<file path="src/rtl/load_wb_buffer_pkg.sv">
// rtl/load_wb_buffer_pkg.sv - shared widths and ROB age helpers for the load writeback path
package load_wb_buffer_pkg;

    localparam int INSTR_ID_WIDTH = 6;
    localparam int PREG_W         = 6;
    localparam int RESULT_W       = 64;

    typedef logic [INSTR_ID_WIDTH-1:0] robid_t;
    typedef logic [PREG_W-1:0]         preg_t;
    typedef logic [RESULT_W-1:0]       result_t;

    function automatic logic robid_wrap(input robid_t id);
        return id[INSTR_ID_WIDTH-1];
    endfunction

    function automatic logic [INSTR_ID_WIDTH-2:0] robid_idx(input robid_t id);
        return id[INSTR_ID_WIDTH-2:0];
    endfunction

    // a is younger than b; the wrap bit flips each time the ROB index rolls over
    function automatic logic younger(input robid_t a, input robid_t b);
        if (robid_wrap(a) != robid_wrap(b)) begin
            return robid_idx(a) < robid_idx(b);
        end
        return robid_idx(a) > robid_idx(b);
    endfunction

endpackage

</file>
<file path="src/rtl/load_wb_buffer_if.sv">
// rtl/load_wb_buffer_if.sv - MEM->WB result, flush and writeback port bundle
interface load_wb_buffer_if;
    import load_wb_buffer_pkg::*;

    logic    memwb_instr_valid;
    robid_t  memwb_robid;
    preg_t   memwb_prd;
    logic    memwb_need_to_wb;
    logic    memwb_mmio_valid;
    result_t memwb_opload_rddata;

    logic    flush_valid;
    robid_t  flush_robid;

    logic    mem_stall;

    logic    wb_valid;
    logic    wb_ready;
    robid_t  wb_robid;
    preg_t   wb_prd;
    logic    wb_need_to_wb;
    logic    wb_mmio_valid;
    result_t wb_rddata;

    modport master (
        output memwb_instr_valid, memwb_robid, memwb_prd, memwb_need_to_wb,
               memwb_mmio_valid, memwb_opload_rddata,
               flush_valid, flush_robid, wb_ready,
        input  mem_stall, wb_valid, wb_robid, wb_prd, wb_need_to_wb,
               wb_mmio_valid, wb_rddata
    );

    modport slave (
        input  memwb_instr_valid, memwb_robid, memwb_prd, memwb_need_to_wb,
               memwb_mmio_valid, memwb_opload_rddata,
               flush_valid, flush_robid, wb_ready,
        output mem_stall, wb_valid, wb_robid, wb_prd, wb_need_to_wb,
               wb_mmio_valid, wb_rddata
    );

endinterface

</file>
<file path="src/rtl/load_wb_buffer.sv">
// rtl/load_wb_buffer.sv - circular buffer between the MEM->WB register and the writeback port
module load_wb_buffer
    import load_wb_buffer_pkg::*;
#(
    parameter int DEPTH = 4,
    parameter int ID_W  = INSTR_ID_WIDTH
) (
    input  logic            clock,
    input  logic            reset_n,
    load_wb_buffer_if.slave bus
);

    localparam int PTR_W = $clog2(DEPTH);
    localparam int CNT_W = PTR_W + 1;
    localparam logic [CNT_W-1:0] CNT_FULL  = CNT_W'(DEPTH);
    localparam logic [CNT_W-1:0] CNT_STALL = CNT_W'(DEPTH - 1);

    logic [DEPTH-1:0] vld_q;
    logic [ID_W-1:0]  robid_q [DEPTH];
    preg_t            prd_q   [DEPTH];
    logic [DEPTH-1:0] need_q;
    logic [DEPTH-1:0] mmio_q;
    result_t          data_q  [DEPTH];

    logic [PTR_W-1:0] head_q;
    logic [PTR_W-1:0] tail_q;
    logic [CNT_W-1:0] count_q;

    logic [DEPTH-1:0] slot_kill;
    logic             in_kill;
    logic             not_empty;
    logic             head_live;
    logic             enq;
    logic             deq;

    always_comb begin
        slot_kill = '0;
        for (int i = 0; i < DEPTH; i++) begin
            slot_kill[i] = bus.flush_valid & younger(robid_q[i], bus.flush_robid);
        end
    end

    assign in_kill   = bus.flush_valid & younger(bus.memwb_robid, bus.flush_robid);
    assign not_empty = (count_q != '0);
    assign head_live = not_empty & vld_q[head_q] & ~slot_kill[head_q];

    // Dead heads (squashed holes) retire without waiting for the writeback port.
    assign deq = (head_live & bus.wb_ready) | (not_empty & ~head_live);
    assign enq = bus.memwb_instr_valid & ~in_kill & ((count_q != CNT_FULL) | deq);

    // Rising at DEPTH-1 leaves room for the result already sitting in MEM->WB.
    assign bus.mem_stall     = (count_q >= CNT_STALL);
    assign bus.wb_valid      = head_live;
    assign bus.wb_robid      = robid_q[head_q];
    assign bus.wb_prd        = prd_q[head_q];
    assign bus.wb_need_to_wb = need_q[head_q];
    assign bus.wb_mmio_valid = mmio_q[head_q];
    assign bus.wb_rddata     = data_q[head_q];

    always_ff @(posedge clock or negedge reset_n) begin
        if (!reset_n) begin
            vld_q   <= '0;
            need_q  <= '0;
            mmio_q  <= '0;
            head_q  <= '0;
            tail_q  <= '0;
            count_q <= '0;
            for (int i = 0; i < DEPTH; i++) begin
                robid_q[i] <= '0;
                prd_q[i]   <= '0;
                data_q[i]  <= '0;
            end
        end else begin
            for (int i = 0; i < DEPTH; i++) begin
                if (slot_kill[i]) begin
                    vld_q[i] <= 1'b0;
                end
            end
            if (deq) begin
                vld_q[head_q] <= 1'b0;
                head_q        <= head_q + PTR_W'(1);
            end
            // Written last so a full-buffer enqueue wins over the head slot it replaces.
            if (enq) begin
                vld_q[tail_q]   <= 1'b1;
                robid_q[tail_q] <= bus.memwb_robid;
                prd_q[tail_q]   <= bus.memwb_prd;
                need_q[tail_q]  <= bus.memwb_need_to_wb;
                mmio_q[tail_q]  <= bus.memwb_mmio_valid;
                data_q[tail_q]  <= bus.memwb_opload_rddata;
                tail_q          <= tail_q + PTR_W'(1);
            end
            case ({enq, deq})
                2'b10:   count_q <= count_q + CNT_W'(1);
                2'b01:   count_q <= count_q - CNT_W'(1);
                default: count_q <= count_q;
            endcase
        end
    end

    overflow_check: assert property (@(posedge clock) disable iff (!reset_n)
        !(bus.memwb_instr_valid && !in_kill && (count_q == CNT_FULL) && !deq));

    underflow_check: assert property (@(posedge clock) disable iff (!reset_n)
        !(deq && !not_empty));

endmodule

</file>
<file path="src/flat_wrapper.sv">
// flat-port wrapper written by rule: the top's interface ports become plain ports
module load_wb_buffer_flat import load_wb_buffer_pkg::*;
#(
    parameter int DEPTH = 4,
    parameter int ID_W  = INSTR_ID_WIDTH
)
  (clock, reset_n, bus_memwb_instr_valid, bus_memwb_robid, bus_memwb_prd, bus_memwb_need_to_wb, bus_memwb_mmio_valid, bus_memwb_opload_rddata, bus_flush_valid, bus_flush_robid, bus_wb_ready, bus_mem_stall, bus_wb_valid, bus_wb_robid, bus_wb_prd, bus_wb_need_to_wb, bus_wb_mmio_valid, bus_wb_rddata);
  load_wb_buffer_if bus_i ();
  input  logic clock;
  input  logic reset_n;
  input wire logic [$bits(bus_i.memwb_instr_valid)-1:0] bus_memwb_instr_valid;
  input wire logic [$bits(bus_i.memwb_robid)-1:0] bus_memwb_robid;
  input wire logic [$bits(bus_i.memwb_prd)-1:0] bus_memwb_prd;
  input wire logic [$bits(bus_i.memwb_need_to_wb)-1:0] bus_memwb_need_to_wb;
  input wire logic [$bits(bus_i.memwb_mmio_valid)-1:0] bus_memwb_mmio_valid;
  input wire logic [$bits(bus_i.memwb_opload_rddata)-1:0] bus_memwb_opload_rddata;
  input wire logic [$bits(bus_i.flush_valid)-1:0] bus_flush_valid;
  input wire logic [$bits(bus_i.flush_robid)-1:0] bus_flush_robid;
  input wire logic [$bits(bus_i.wb_ready)-1:0] bus_wb_ready;
  output wire logic [$bits(bus_i.mem_stall)-1:0] bus_mem_stall;
  output wire logic [$bits(bus_i.wb_valid)-1:0] bus_wb_valid;
  output wire logic [$bits(bus_i.wb_robid)-1:0] bus_wb_robid;
  output wire logic [$bits(bus_i.wb_prd)-1:0] bus_wb_prd;
  output wire logic [$bits(bus_i.wb_need_to_wb)-1:0] bus_wb_need_to_wb;
  output wire logic [$bits(bus_i.wb_mmio_valid)-1:0] bus_wb_mmio_valid;
  output wire logic [$bits(bus_i.wb_rddata)-1:0] bus_wb_rddata;
  assign bus_i.memwb_instr_valid = bus_memwb_instr_valid;
  assign bus_i.memwb_robid = bus_memwb_robid;
  assign bus_i.memwb_prd = bus_memwb_prd;
  assign bus_i.memwb_need_to_wb = bus_memwb_need_to_wb;
  assign bus_i.memwb_mmio_valid = bus_memwb_mmio_valid;
  assign bus_i.memwb_opload_rddata = bus_memwb_opload_rddata;
  assign bus_i.flush_valid = bus_flush_valid;
  assign bus_i.flush_robid = bus_flush_robid;
  assign bus_i.wb_ready = bus_wb_ready;
  assign bus_mem_stall = bus_i.mem_stall;
  assign bus_wb_valid = bus_i.wb_valid;
  assign bus_wb_robid = bus_i.wb_robid;
  assign bus_wb_prd = bus_i.wb_prd;
  assign bus_wb_need_to_wb = bus_i.wb_need_to_wb;
  assign bus_wb_mmio_valid = bus_i.wb_mmio_valid;
  assign bus_wb_rddata = bus_i.wb_rddata;
  load_wb_buffer #(.DEPTH(DEPTH), .ID_W(ID_W)) u_core (.clock(clock), .reset_n(reset_n), .bus(bus_i));
endmodule
</file>
<file path="config.mk">
export PLATFORM = sky130hd
export DESIGN_NAME = load_wb_buffer_flat
export DESIGN_NICKNAME = d
export VERILOG_FILES = /design/src/rtl/load_wb_buffer_pkg.sv /design/src/rtl/load_wb_buffer_if.sv /design/src/rtl/load_wb_buffer.sv /design/src/flat_wrapper.sv
export SDC_FILE = /design/constraint.sdc
export NUM_CORES = 1
export LEC_CHECK = 0
export CELL_PAD_IN_SITES_DETAIL_PLACEMENT = 0
export CELL_PAD_IN_SITES_GLOBAL_PLACEMENT = 1
export CORE_MARGIN = 2
export CORE_UTILIZATION = 40
export DETAILED_ROUTE_END_ITERATION = 10
export PLACE_DENSITY = 0.81
export SYNTH_ARGS = -nofsm -noshare
export SYNTH_HDL_FRONTEND = slang
export SYNTH_SLANG_ARGS = --single-unit
</file>
<file path="constraint.sdc">
create_clock -name clock -period 5.32 [get_ports clock]
set_clock_uncertainty 0.2 [all_clocks]
set_input_delay 0.798 -clock clock [delete_from_list [all_inputs] [get_ports clock]]
set_output_delay 0.798 -clock clock [all_outputs]
set_load 0.01 [all_outputs]
</file>
* Yosys cells after proc, flatten, opt, wreduce, memory -nomap -nowiden
Cells that the tools add are included.
** Storage, ports and cells
- Flip-flop bits (word level) :: 323
** Cells by class
- $lt $le $gt $ge :: 18
- $add $sub $neg :: 4
- Equality and inequality tests :: 8
- Reductions and logical operators :: 5
- Bitwise logic cells :: 21
- Mux-type cells :: 52
** Operators with widths (number)
- $bwmux 256 :: 1
- $mux 64 :: 3
- $bmux 64 s2 :: 1
- $demux 64 s2 :: 1
- $bwmux 24 :: 2
- $mux 6 :: 5
- $gt 5x5->1 :: 5
- $lt 5x5->1 :: 5
- $mux 1 :: 25
- $bmux 6 s2 :: 2
- $demux 6 s2 :: 1
- $and 1x1->1 :: 11
- $bmux 1 s2 :: 4
- $bwmux 4 :: 2
- $mux 4 :: 2
- $ge 3x3->1 const B :: 2
- $lt 2x3->1 const B :: 2
- $not 2->3 :: 2
- $pmux 3 s2 :: 1
- $ne 1x1->1 :: 5
- $add 2x1->2 const B :: 2
- $and 4x4->4 :: 1
- $demux 1 s2 :: 2
- $ge 2x1->1 const B :: 2
- other kinds (14) :: 19

* Longest topological paths before layout
Gate-level depths: netlist (run 1).
- Word-level depth :: 15
- Depth in mapped cells :: 15

* Least setup slack after synthesis (run 1)
No wires, ideal clock.
- Path type :: input-to-reg
- From :: input port bus_flush_robid[4]
- To :: register u_core.count_q[2]
- Cell stages on the path :: 14
- Arrival time :: 3643 ps
- Setup slack :: 1397 ps
- Setup time :: 79 ps
- Buffers on the path :: 0
- Path through :: inv_1 ha_1 nand4_1 o22ai_1 a211oi_1 mux2i_1 a32oi_4 o21ai_0 ha_1 inv_1 fa_1 xor2_1 nor2_1 xor2_1
** On the way
- Cells in the longest elaborated chain, start to end :: 15
- Elaborated cells on any way between the ends :: 41
- Those cells by class :: order compare (10); eq/ne (2); mux (13); bitwise (15); reduce/logical (1)
** RTL lines
- from (decl) :: RTL line flat_wrapper.sv:18 : input wire logic [$bits(bus_i.flush_robid)-1:0] bus_flush_robid;
- $lt 5x5->1 :: RTL line load_wb_buffer_pkg.sv:23 : return robid_idx(a) < robid_idx(b);
- $mux 1 :: RTL line load_wb_buffer_pkg.sv:22 : if (robid_wrap(a) != robid_wrap(b)) begin
- $mux 1 :: RTL line load_wb_buffer_pkg.sv:25 : return robid_idx(a) > robid_idx(b);
- $and 1x1->1 :: RTL line load_wb_buffer.sv:39 : slot_kill[i] = bus.flush_valid & younger(robid_q[i], bus.flush_robid);
- $bmux 1 s2 :: RTL line load_wb_buffer.sv:45 : assign head_live = not_empty & vld_q[head_q] & ~slot_kill[head_q];
- $mux 1 (implied by the code) :: RTL line load_wb_buffer.sv:45
- $not 1->1 :: RTL line load_wb_buffer.sv:45
- $and 1x1->1 :: RTL line load_wb_buffer.sv:45
- $not 1->1 :: RTL line load_wb_buffer.sv:48 : assign deq = (head_live & bus.wb_ready) | (not_empty & ~head_live);
- $and 1x1->1 :: RTL line load_wb_buffer.sv:48
- $or 1x1->1 :: RTL line load_wb_buffer.sv:48
- $or 1x1->1 :: RTL line load_wb_buffer.sv:49 : assign enq = bus.memwb_instr_valid & ~in_kill & ((count_q != CNT_FULL) | deq);
- $and 1x1->1 :: RTL line load_wb_buffer.sv:49
- $eq 2x1->1 / $eq 2x2->1 (equally long branches) :: RTL line load_wb_buffer.sv:93 : case ({enq, deq})
- $pmux 3 s2 / $reduce_bool 2->1 (equally long branches)
- to (signal assigned) :: RTL line load_wb_buffer.sv:94 : 2'b10: count_q <= count_q + CNT_W'(1);
- to (signal assigned) :: RTL line load_wb_buffer.sv:95 : 2'b01: count_q <= count_q - CNT_W'(1);
- to (signal assigned) :: RTL line load_wb_buffer.sv:96 : default: count_q <= count_q;
- to (decl) :: RTL line load_wb_buffer.sv:27 : logic [CNT_W-1:0] count_q;
Parallel ways exist; a longest one is shown, timed or not. The select of a mux whose other input is x is not followed.
A chain may end at the register's enable or synchronous reset.

* Worst setup path after layout (run 1)
- From :: input port bus_flush_robid[4]
- To :: output port bus_wb_valid
** On the way
- Cells in the longest elaborated chain, start to end :: 8
- Elaborated cells on any way between the ends :: 24
- Those cells by class :: order compare (8); mux (10); bitwise (6)
** RTL lines
- $lt 5x5->1 :: RTL line load_wb_buffer_pkg.sv:23
- $mux 1 :: RTL line load_wb_buffer_pkg.sv:22
- $mux 1 :: RTL line load_wb_buffer_pkg.sv:25
- $and 1x1->1 :: RTL line load_wb_buffer.sv:39
- $bmux 1 s2 * :: RTL line load_wb_buffer.sv:45
- $mux 1 (implied by the code) * :: RTL line load_wb_buffer.sv:45
- $not 1->1 * :: RTL line load_wb_buffer.sv:45
- $and 1x1->1 * :: RTL line load_wb_buffer.sv:45
- to (decl) :: RTL line flat_wrapper.sv:21 : output wire logic [$bits(bus_i.wb_valid)-1:0] bus_wb_valid;
Mark *: on every way between the ends. The rest lies on a longest branch, timed or not. The select of a mux whose other input is x is not followed.

==> flow_metrics.tcl, run 1 <==
set metrics [dict create \
    status "completed" \
    grt_overflow 0 \
    sw_frac_of_total_pct 30.4 \
    p_switching_w 0.00380 \
    setup_violations 0 \
    setup-tns-final_ps 0 \
    crit_arrival_ps 3790 \
    rsz0062_at_grt "false" \
    p_seq_share_pct 35.9 \
    total_power_w 0.0125 \
    combPwrFrac_pct 44.1 \
    ir_drop_mv 0.325 \
    firstDrtPassIters 4 \
    netlist_instances 920 \
    synth_nets 1044 \
    numCtsBuffers 37 \
    final_area_mm2 0.0184 \
    worstMarginPinSlew_ps 945 \
    crit_path_start_kind "input port" \
    ctsResizeCount 0 \
    core_mm2 0.0368 \
    die-width_um 198 \
    cts_setup_buffers 0 \
    powerDensity_mw_per_mm2 679 \
    root_buffer "clkbuf_16" \
    ioPinCount 169 \
    cts_max_level 2 \
    pre_cts_slack_ps 536 \
    ant_nets 0 \
    synth_ff_type "dfrtp_1" \
    placed_area_mm2 0.0172 \
    critPathMaxFanout 6 \
    synth.top_cell.area_share_pct 53.8 \
    drtIter0Drc 238 \
    fmax_mhz 209 \
    vias_per_cell 5.33 \
    cts.sinks 323 \
    vias 8439 \
    synth_cell_types 41 \
    path_class "in -> out" \
    synthTopCellsByArea "dfrtp_1 (54%), mux2_2 (19%), mux4_2 (12%)" \
    fin_crit_sh_pct 89.9 \
    power_frac_clock_pct 20.0 \
    hold_buffers 0 \
    grt_pass1_wl_mm 52.0 \
    die_area_mm2 0.0391 \
    p_leak_nw 7.89 \
    worstPathRequired_ps 4320 \
    syn_avg_cell_area_um2 16.3 \
    synth_edf_count 0 \
    fin_crit_ps 4780 \
    drive_gt1_share_pct 39.8 \
    ys_seq_area_share_pct 53.8 \
    totalWireLength_mm 31.8 \
    p_int_w 0.00870 \
    ctsLongestPathBuffers 3 \
    clock_latency_ps 530 \
    hpwl_mm 19.5 \
    hold_viol 0 \
    antenna_found_initial 1 \
    hold_path.class "in -> async" \
    wire_per_inst_um 20.1 \
    netlist_area_mm2 0.0150 \
    grtUsageTotal_pct 17.0 \
    yosysWarningCount 0 \
    grt_pass1_vias 9369 \
    async_flop_share_pct 100 \
    die_y_um 198 \
    cap_violations 0 \
    fin_nets 1213 \
    grt_max_degree 128 \
    relSlewSlack_pct 37.0 \
    setup_slack_ps 536 \
    area_growth_pct 22.5 \
    synth.largest_area_cell "dfrtp_1" \
    placementRows 70 \
    io_buffers 168 \
    drv_slew 0 \
    tritoncts "done" \
    ys_ff_latch 323 \
    drc_errors 0 \
    start_util_pct 40.9 \
    gp_congestion 0.774 \
    end_kind "output pin" \
    clkSlewWorstSetupHoldPaths_ps 60 \
]
[layout by cell type, fill, tap and decap left out, types with 7 or more instances in the layout]
cell	count
dfrtp_1	321
mux2_2	254
clkdlybuf4s50_1	167
mux4_2	79
clkbuf_16	39
ha_1	34
mux2_4	32
mux2_1	25
inv_1	18
o21ai_0	15
clkbuf_1	10
clkbuf_8	10
nand2_1	9
a21oi_1	9
mux2i_1	8
buf_4	8
nor2b_1	7
and3_1	7
[metal layers]
metal | track usage [%] | part of all wire, % | vias up
li1 | - | - | 3793
met1 | 22.3 | 44 | 4440
met2 | 28.0 | 49 | 160
met3 | 4.02 | 5.4 | 46
met4 | 5.15 | 2.1 | 0
met5 | 0 | 0 | -
[cells by family (layout without fill, tap and decap cells)]
kind of cell | Yosys count | count (layout) | synth area share, %
simple gates | 39 | 39 | 1.40
mux | 398 | 398 | 36.5
compound gates | 45 | 45 | 2.43
fa+ha+maj | 35 | 35 | 2.96
xor+xnor | 10 | 10 | 0.583
other cells | 0 | 1 | 0
buf+inv | 70 | 265 | 2.36
flops | 323 | 323 | 53.8
[layout make-up]
class                   instances  area (um2)
clock buffers                  59        1150
flip-flops and latches        323        8090
repair buffers                182        1870
multi-input cells             527        6590
diodes                          1        2.50
fillers                      3076       18400
inverters                      18        67.6
clock inverters                 6        58.8
well taps                     468         586
[cells in the mapped netlist, types with 2 or more instances]
cell        n
a21boi_1    2
a21o_1      3
a21oi_1     9
a31oi_1     2
and3_1      7
buf_1      14
buf_2      26
buf_6       8
clkbuf_1    4
dfrtp_1   323
ha_1       34
inv_1      18
mux2_1     25
mux2_2    254
mux2_4     32
mux2i_1     8
mux4_2     79
nand2_1     9
nand3_1     3
nand4_1     3
nor2_1      5
nor2b_1     7
o211ai_4    4
o21ai_0    15
o21ai_1     2
xnor2_1     5
xor2_1      5
[critical path, cell delays in order]
cell and delay, ps:
clkdlybuf4s50_1 460, inv_1 100, ha_1 350, nand4_1 150, o22ai_1 100, a211oi_1 360
mux2i_1 390, a32o_1 290, and3_1 250, clkdlybuf4s50_1 550
[flip-flops by register name, indices dropped and copies added (netlist names)]
name / cells
u_core.count_q: 3
u_core.need_q: 4
u_core.prd_q: 24
u_core.vld_q: 4
u_core.robid_q: 24
u_core.mmio_q: 4
u_core.tail_q: 2
u_core.head_q: 2
u_core.data_q: 256
[final timing paths]
| check | cells past startpoint | endpoint | start | slack (ps) |
|---|---|---|---|---|
| worst max register to register | 13 | u_core.count_q[2] | u_core.robid_q[20] | 1590 |
| worst min-delay path | 1 | u_core.data_q[30] | reset_n | 200 |
| min in group clock | 1 | u_core.prd_q[17] | u_core.prd_q[17] | 290 |
| worst min register to register | 1 | u_core.prd_q[17] | u_core.prd_q[17] | 290 |
| worst max-delay path | 10 | bus_wb_valid | bus_flush_robid[4] | 540 |
| max in group asynchronous | 2 | u_core.head_q[0] | reset_n | 3600 |
[through the flow]
step                instances  hold WS [ps]  utilization [%]
CTS                      1583           201             50.0
global placement         1518           268             46.8
finish                   1584           196             50.1
global route             1583           255             50.0
detailed placement       1518           280             46.8
floorplan                 920           259                -
[power by group through the flow]
stage / Combinational, W / Sequential [W] / Clock, W
floorplan: 0.00373 / 0.00416 / 0
global placement: 0.00550 / 0.00445 / 0
detailed placement: 0.00560 / 0.00451 / 0
CTS: 0.00563 / 0.00448 / 0.00260
global route: 0.00596 / 0.00465 / 0.00270
finish: 0.00551 / 0.00448 / 0.00250
Power figures use the tool's default switching activity.
==> run 2: changes to the inputs <==
Settings changed: ABC_AREA set to 1, MAX_ROUTING_LAYER set to met4, PLACE_DENSITY 0.81 to 0.88.
==> flow_metrics.tcl, run 2 <==
set metrics [dict create \
    synth.largest_area_cell "dfrtp_1" \
    n_fill_cell 3938 \
    fin_crit_sh_pct 85.3 \
    worstPathRequired_ps 4320 \
    layout_commonest_cell "nand2_1" \
    core_mm2 0.0406 \
    ys_ff_latch 323 \
    gp_congestion 0.889 \
    fin_nets 2202 \
    netlist_instances 2040 \
    final_util_pct 47.6 \
    synth_ff_type "dfrtp_1" \
    grt_pass1_vias 14800 \
    synth_cell_types 29 \
    top_regs "u_core.data_q (256), u_core.prd_q (24), u_core.robid_q (24)" \
    yosysMostFrequentCell "nand2_1" \
    end_kind "output pin" \
    timing.rr.start "u_core.head_q[0]" \
    path_class "reg -> out" \
    r2r_slack_ps 1030 \
    tritoncts "done" \
    grtUsageTotal_pct 25.2 \
    crit_arrival_ps 3540 \
    placementRows 74 \
    p_leak_nw 9.34 \
    start_util_pct 40.3 \
    drc_errors 0 \
    violations "max-slew violations" \
    wire_per_inst_um 19.6 \
    drtIter0Drc 1501 \
    powerDensity_mw_per_mm2 658 \
    root_buffer "clkbuf_16" \
    syn_avg_cell_area_um2 8.03 \
    status "finished, violations left" \
    hold_path.class "in -> async" \
    final_area_mm2 0.0194 \
    hold_buffers 0 \
    hold_viol 0 \
    async_flop_share_pct 100 \
    setup_violations 0 \
    synth.top_cell.area_share_pct 49.4 \
    setup-tns-final_ps 0 \
    hpwl_mm 26.9 \
    synthTopCellsByArea "dfrtp_1 (49%), nand2_1 (16%), nand4_1 (12%)" \
    ctsResizeCount 0 \
    synth_common_cells "nand2_1 (685), dfrtp_1 (323), nand4_1 (319)" \
    antenna_found_initial 2 \
    die_area_mm2 0.0426 \
    ioPinCount 169 \
    grt_overflow 0 \
    ir_drop_mv 0.378 \
    ys_seq_area_share_pct 49.4 \
    die_y_um 206 \
    ctsLongestPathBuffers 3 \
    synth_nets 2164 \
    cts_setup_buffers 0 \
    cap_violations 0 \
    netlist_area_mm2 0.0164 \
    clock_latency_ps 550 \
    r2r_end "u_core.count_q[2]" \
    crit_path_start_kind "flop" \
    area_growth_pct 18.3 \
    io_buffers 168 \
    drive_gt1_share_pct 4.52 \
    total_power_w 0.0127 \
    cts_max_level 2 \
    relSlewSlack_pct -1.53 \
    rr_worst_depth 15 \
    largest_reg_flops 256 \
    clkSlewWorstSetupHoldPaths_ps 60 \
    grt_max_degree 271 \
    cts.sinks 323 \
    drv_slew 67 \
    yosysWarningCount 0 \
    grt_pass1_wl_mm 82.1 \
    numCtsBuffers 38 \
    pre_cts_slack_ps 753 \
    fmax_mhz 220 \
    fin_crit_ps 4540 \
    final_cell_mix "nand2_1 (685), dfrtp_1 (321), nand4_1 (319), clkdlybuf4s50_1 (167)" \
    critPathMaxFanout 64 \
    regMostFlops "u_core.data_q" \
    placed_area_mm2 0.0182 \
    die-width_um 206 \
    firstDrtPassIters 5 \
    rsz0062_at_grt "false" \
    worstMarginPinSlew_ps 1520 \
    ant_nets 0 \
    vias 15300 \
    vias_per_cell 5.79 \
    totalWireLength_mm 51.7 \
    synth_edf_count 0 \
    setup_slack_ps 782 \
]
==> run 2: kinds of logic after synthesis <==
kind of cell / Yosys count / synth area share [%]
AO/OA/AOI/OAI: 252 / 8.33
XOR/XNOR: 6 / 0.367
AND/OR/NAND/NOR: 1194 / 32.8
flip-flops: 323 / 49.4
adder cells (fa/ha/maj): 35 / 2.72
buffers and inverters: 230 / 6.46
==> run 2: final cells by class <==
class | count | area (um2) | share of cell area, %
inverters | 38 | 153 | 0.788
diodes | 2 | 5.00 | 0.0258
clock inverters | 8 | 72.6 | 0.375
well taps | 532 | 666 | 3.44
flip-flops and latches | 323 | 8090 | 41.8
multi-input cells | 1487 | 7300 | 37.7
repair buffers | 190 | 1960 | 10.1
clock buffers | 56 | 1110 | 5.73
==> run 2: layer usage <==
metal  global-route usage, %  wire length, um
met1                    34.3            22500
met2                    38.7            24300
met3                    4.16             3850
met4                    7.83             1090
met5                       -                0
==> run 2: report_power, final <==
part	total (W)	internal [W]	switching, W
Clock	0.00251	0.00149	0.00103
Combinational	0.00590	0.00235	0.00355
Sequential	0.00434	0.00359	0.000753
==> run 2: through the flow <==
| stage | hold WS, ps | instances |
|---|---|---|
| 3_3_place_gp | 248 | 2570 |
| 3_5_place_dp | 253 | 2570 |
| 5_1_grt | 224 | 2636 |
| 2_1_floorplan | 237 | 2040 |
| 4_1_cts | 173 | 2634 |
| 6_report | 124 | 2636 |
==> run 2: worst max-delay path by stage <==
stage	startpoint	endpoint	cells after the start
floorplan	bus_flush_robid[4]	u_core.count_q[2]	22
global placement	bus_flush_robid[4]	u_core.count_q[2]	21
detailed placement	bus_flush_robid[4]	u_core.count_q[2]	21
CTS	u_core.head_q[0]	bus_wb_valid	8
global route	u_core.head_q[0]	bus_wb_rddata[0]	5
finish	u_core.head_q[0]	bus_wb_rddata[0]	5
==> run 2: critical path: stages, from the launching register on <==
cell,delay (ps)
dfrtp_4,750
inv_4,660
buf_4,490
o21ai_0,130
o22ai_1,300
clkdlybuf4s50_1,610
==> run 3: changes to the inputs <==
Settings changed: DONT_BUFFER_PORTS set to 1, PLACE_DENSITY 0.88 to 0.81, TNS_END_PERCENT set to 50.
==> flow_metrics.tcl, run 3 (synthesis results as in run 2) <==
set metrics [dict create \
    totalWireLength_mm 51.7 \
    top_regs "u_core.data_q (256), u_core.prd_q (24), u_core.robid_q (24)" \
    worstPathRequired_ps 4320 \
    hpwl_mm 26.2 \
    grtUsageTotal_pct 24.9 \
    placed_area_mm2 0.0164 \
    tritoncts "done" \
    firstDrtPassIters 5 \
    hold_path.class "in -> async" \
    status "finished, violations left" \
    clkSlewWorstSetupHoldPaths_ps 60 \
    ctsLongestPathBuffers 3 \
    ctsResizeCount 0 \
    start_util_pct 40.3 \
    hold_slack_ps -251 \
    critPathMaxFanout 82 \
    path_class "reg -> out" \
    largest_reg_flops 256 \
    end_kind "output pin" \
    fmax_mhz 257 \
    root_buffer "clkbuf_16" \
    fin_crit_sh_pct 73.1 \
    layout_commonest_cell "nand2_1" \
    violations "negative hold slack" \
    crit_arrival_ps 2890 \
    grt_pass1_vias 13800 \
    p_leak_nw 8.73 \
    drtIter0Drc 1460 \
    cts_setup_buffers 0 \
    antenna_found_initial 1 \
    hold_viol 219 \
    placementRows 74 \
    die_y_um 206 \
    ant_nets 0 \
    die_area_mm2 0.0426 \
    die-width_um 206 \
    powerDensity_mw_per_mm2 661 \
    setup_violations 0 \
    wire_per_inst_um 20.9 \
    numCtsBuffers 38 \
    rsz0062_at_grt "false" \
    ioPinCount 169 \
    regMostFlops "u_core.data_q" \
    io_buffers 0 \
    final_area_mm2 0.0177 \
    n_fill_cell 4049 \
    clock_latency_ps 550 \
    vias 14400 \
    ir_drop_mv 0.444 \
    vias_per_cell 5.81 \
    gp_congestion 0.903 \
    cts_max_level 2 \
    grt_max_degree 324 \
    cap_violations 0 \
    drive_gt1_share_pct 5.36 \
    fin_nets 2034 \
    drc_errors 0 \
    relSlewSlack_pct 11.8 \
    grt_pass1_wl_mm 80.6 \
    fin_crit_ps 3890 \
    worstMarginPinSlew_ps 1320 \
    core_mm2 0.0406 \
    grt_overflow 0 \
    cts.sinks 323 \
    drv_slew 0 \
    area_growth_pct 8.36 \
    setup-tns-final_ps 0 \
    final_cell_mix "nand2_1 (685), dfrtp_1 (321), nand4_1 (319), nor2_1 (162), o21ai_0 (162)" \
    crit_path_start_kind "flop" \
]
[run 3: path summary, 6_finish.rpt]
path                                      end                   startpoint  cells past startpoint  slack, ps
max                             bus_wb_prd[5]             u_core.head_q[1]                      4       1430
max in group asynchronous  u_core.data_q[198]                      reset_n                      0       4120
min in group clock         u_core.data_q[169]  bus_memwb_opload_rddata[41]                      2        190
min                           u_core.prd_q[2]                      reset_n                      0       -250
min reg2reg                u_core.data_q[152]           u_core.data_q[152]                      2        260
max reg2reg                u_core.data_q[184]           u_core.robid_q[16]                     15       1840
[run 3: cell type report]
cell class / count / area [um2] / share of cell area, %
diodes: 1 / 2.50 / 0.0141
clock buffers: 58 / 1180 / 6.64
multi-input cells: 1487 / 7300 / 41.2
flip-flops and latches: 323 / 8090 / 45.6
clock inverters: 12 / 135 / 0.762
repair buffers: 22 / 215 / 1.21
well taps: 532 / 666 / 3.75
inverters: 38 / 153 / 0.860
[run 3: critical path, stage by stage, from the launching register on]
cell     delay (ps)
dfrtp_2         590
inv_2           140
buf_4           840
o21ai_0         230
o22ai_1         520
[run 3: stage by stage]
stage	hold WS [ps]	setup slack (ps)	util (%)	total power, W	instances
2_1_floorplan	237	1650	-	0.00760	2040
3_3_place_gp	248	1390	40.4	0.00892	2402
3_5_place_dp	253	1350	40.4	0.00905	2402
4_1_cts	-281	1420	43.6	0.0118	2472
5_1_grt	-282	1230	43.6	0.0126	2473
6_report	-251	1430	43.6	0.0117	2473
[run 3: metal layers]
layer	track usage [%]	share of wire, %
met5	-	0
met4	7.60	1.7
met3	5.71	7.8
met2	38.8	47
met1	32.4	43
[run 3: report_power, final]
part | switching [W] | total [W] | internal (W)
sequential | 0.000709 | 0.00430 | 0.00359
clock | 0.00109 | 0.00272 | 0.00163
combinational | 0.00334 | 0.00471 | 0.00137
total | 0.00514 | 0.0117 | 0.00659
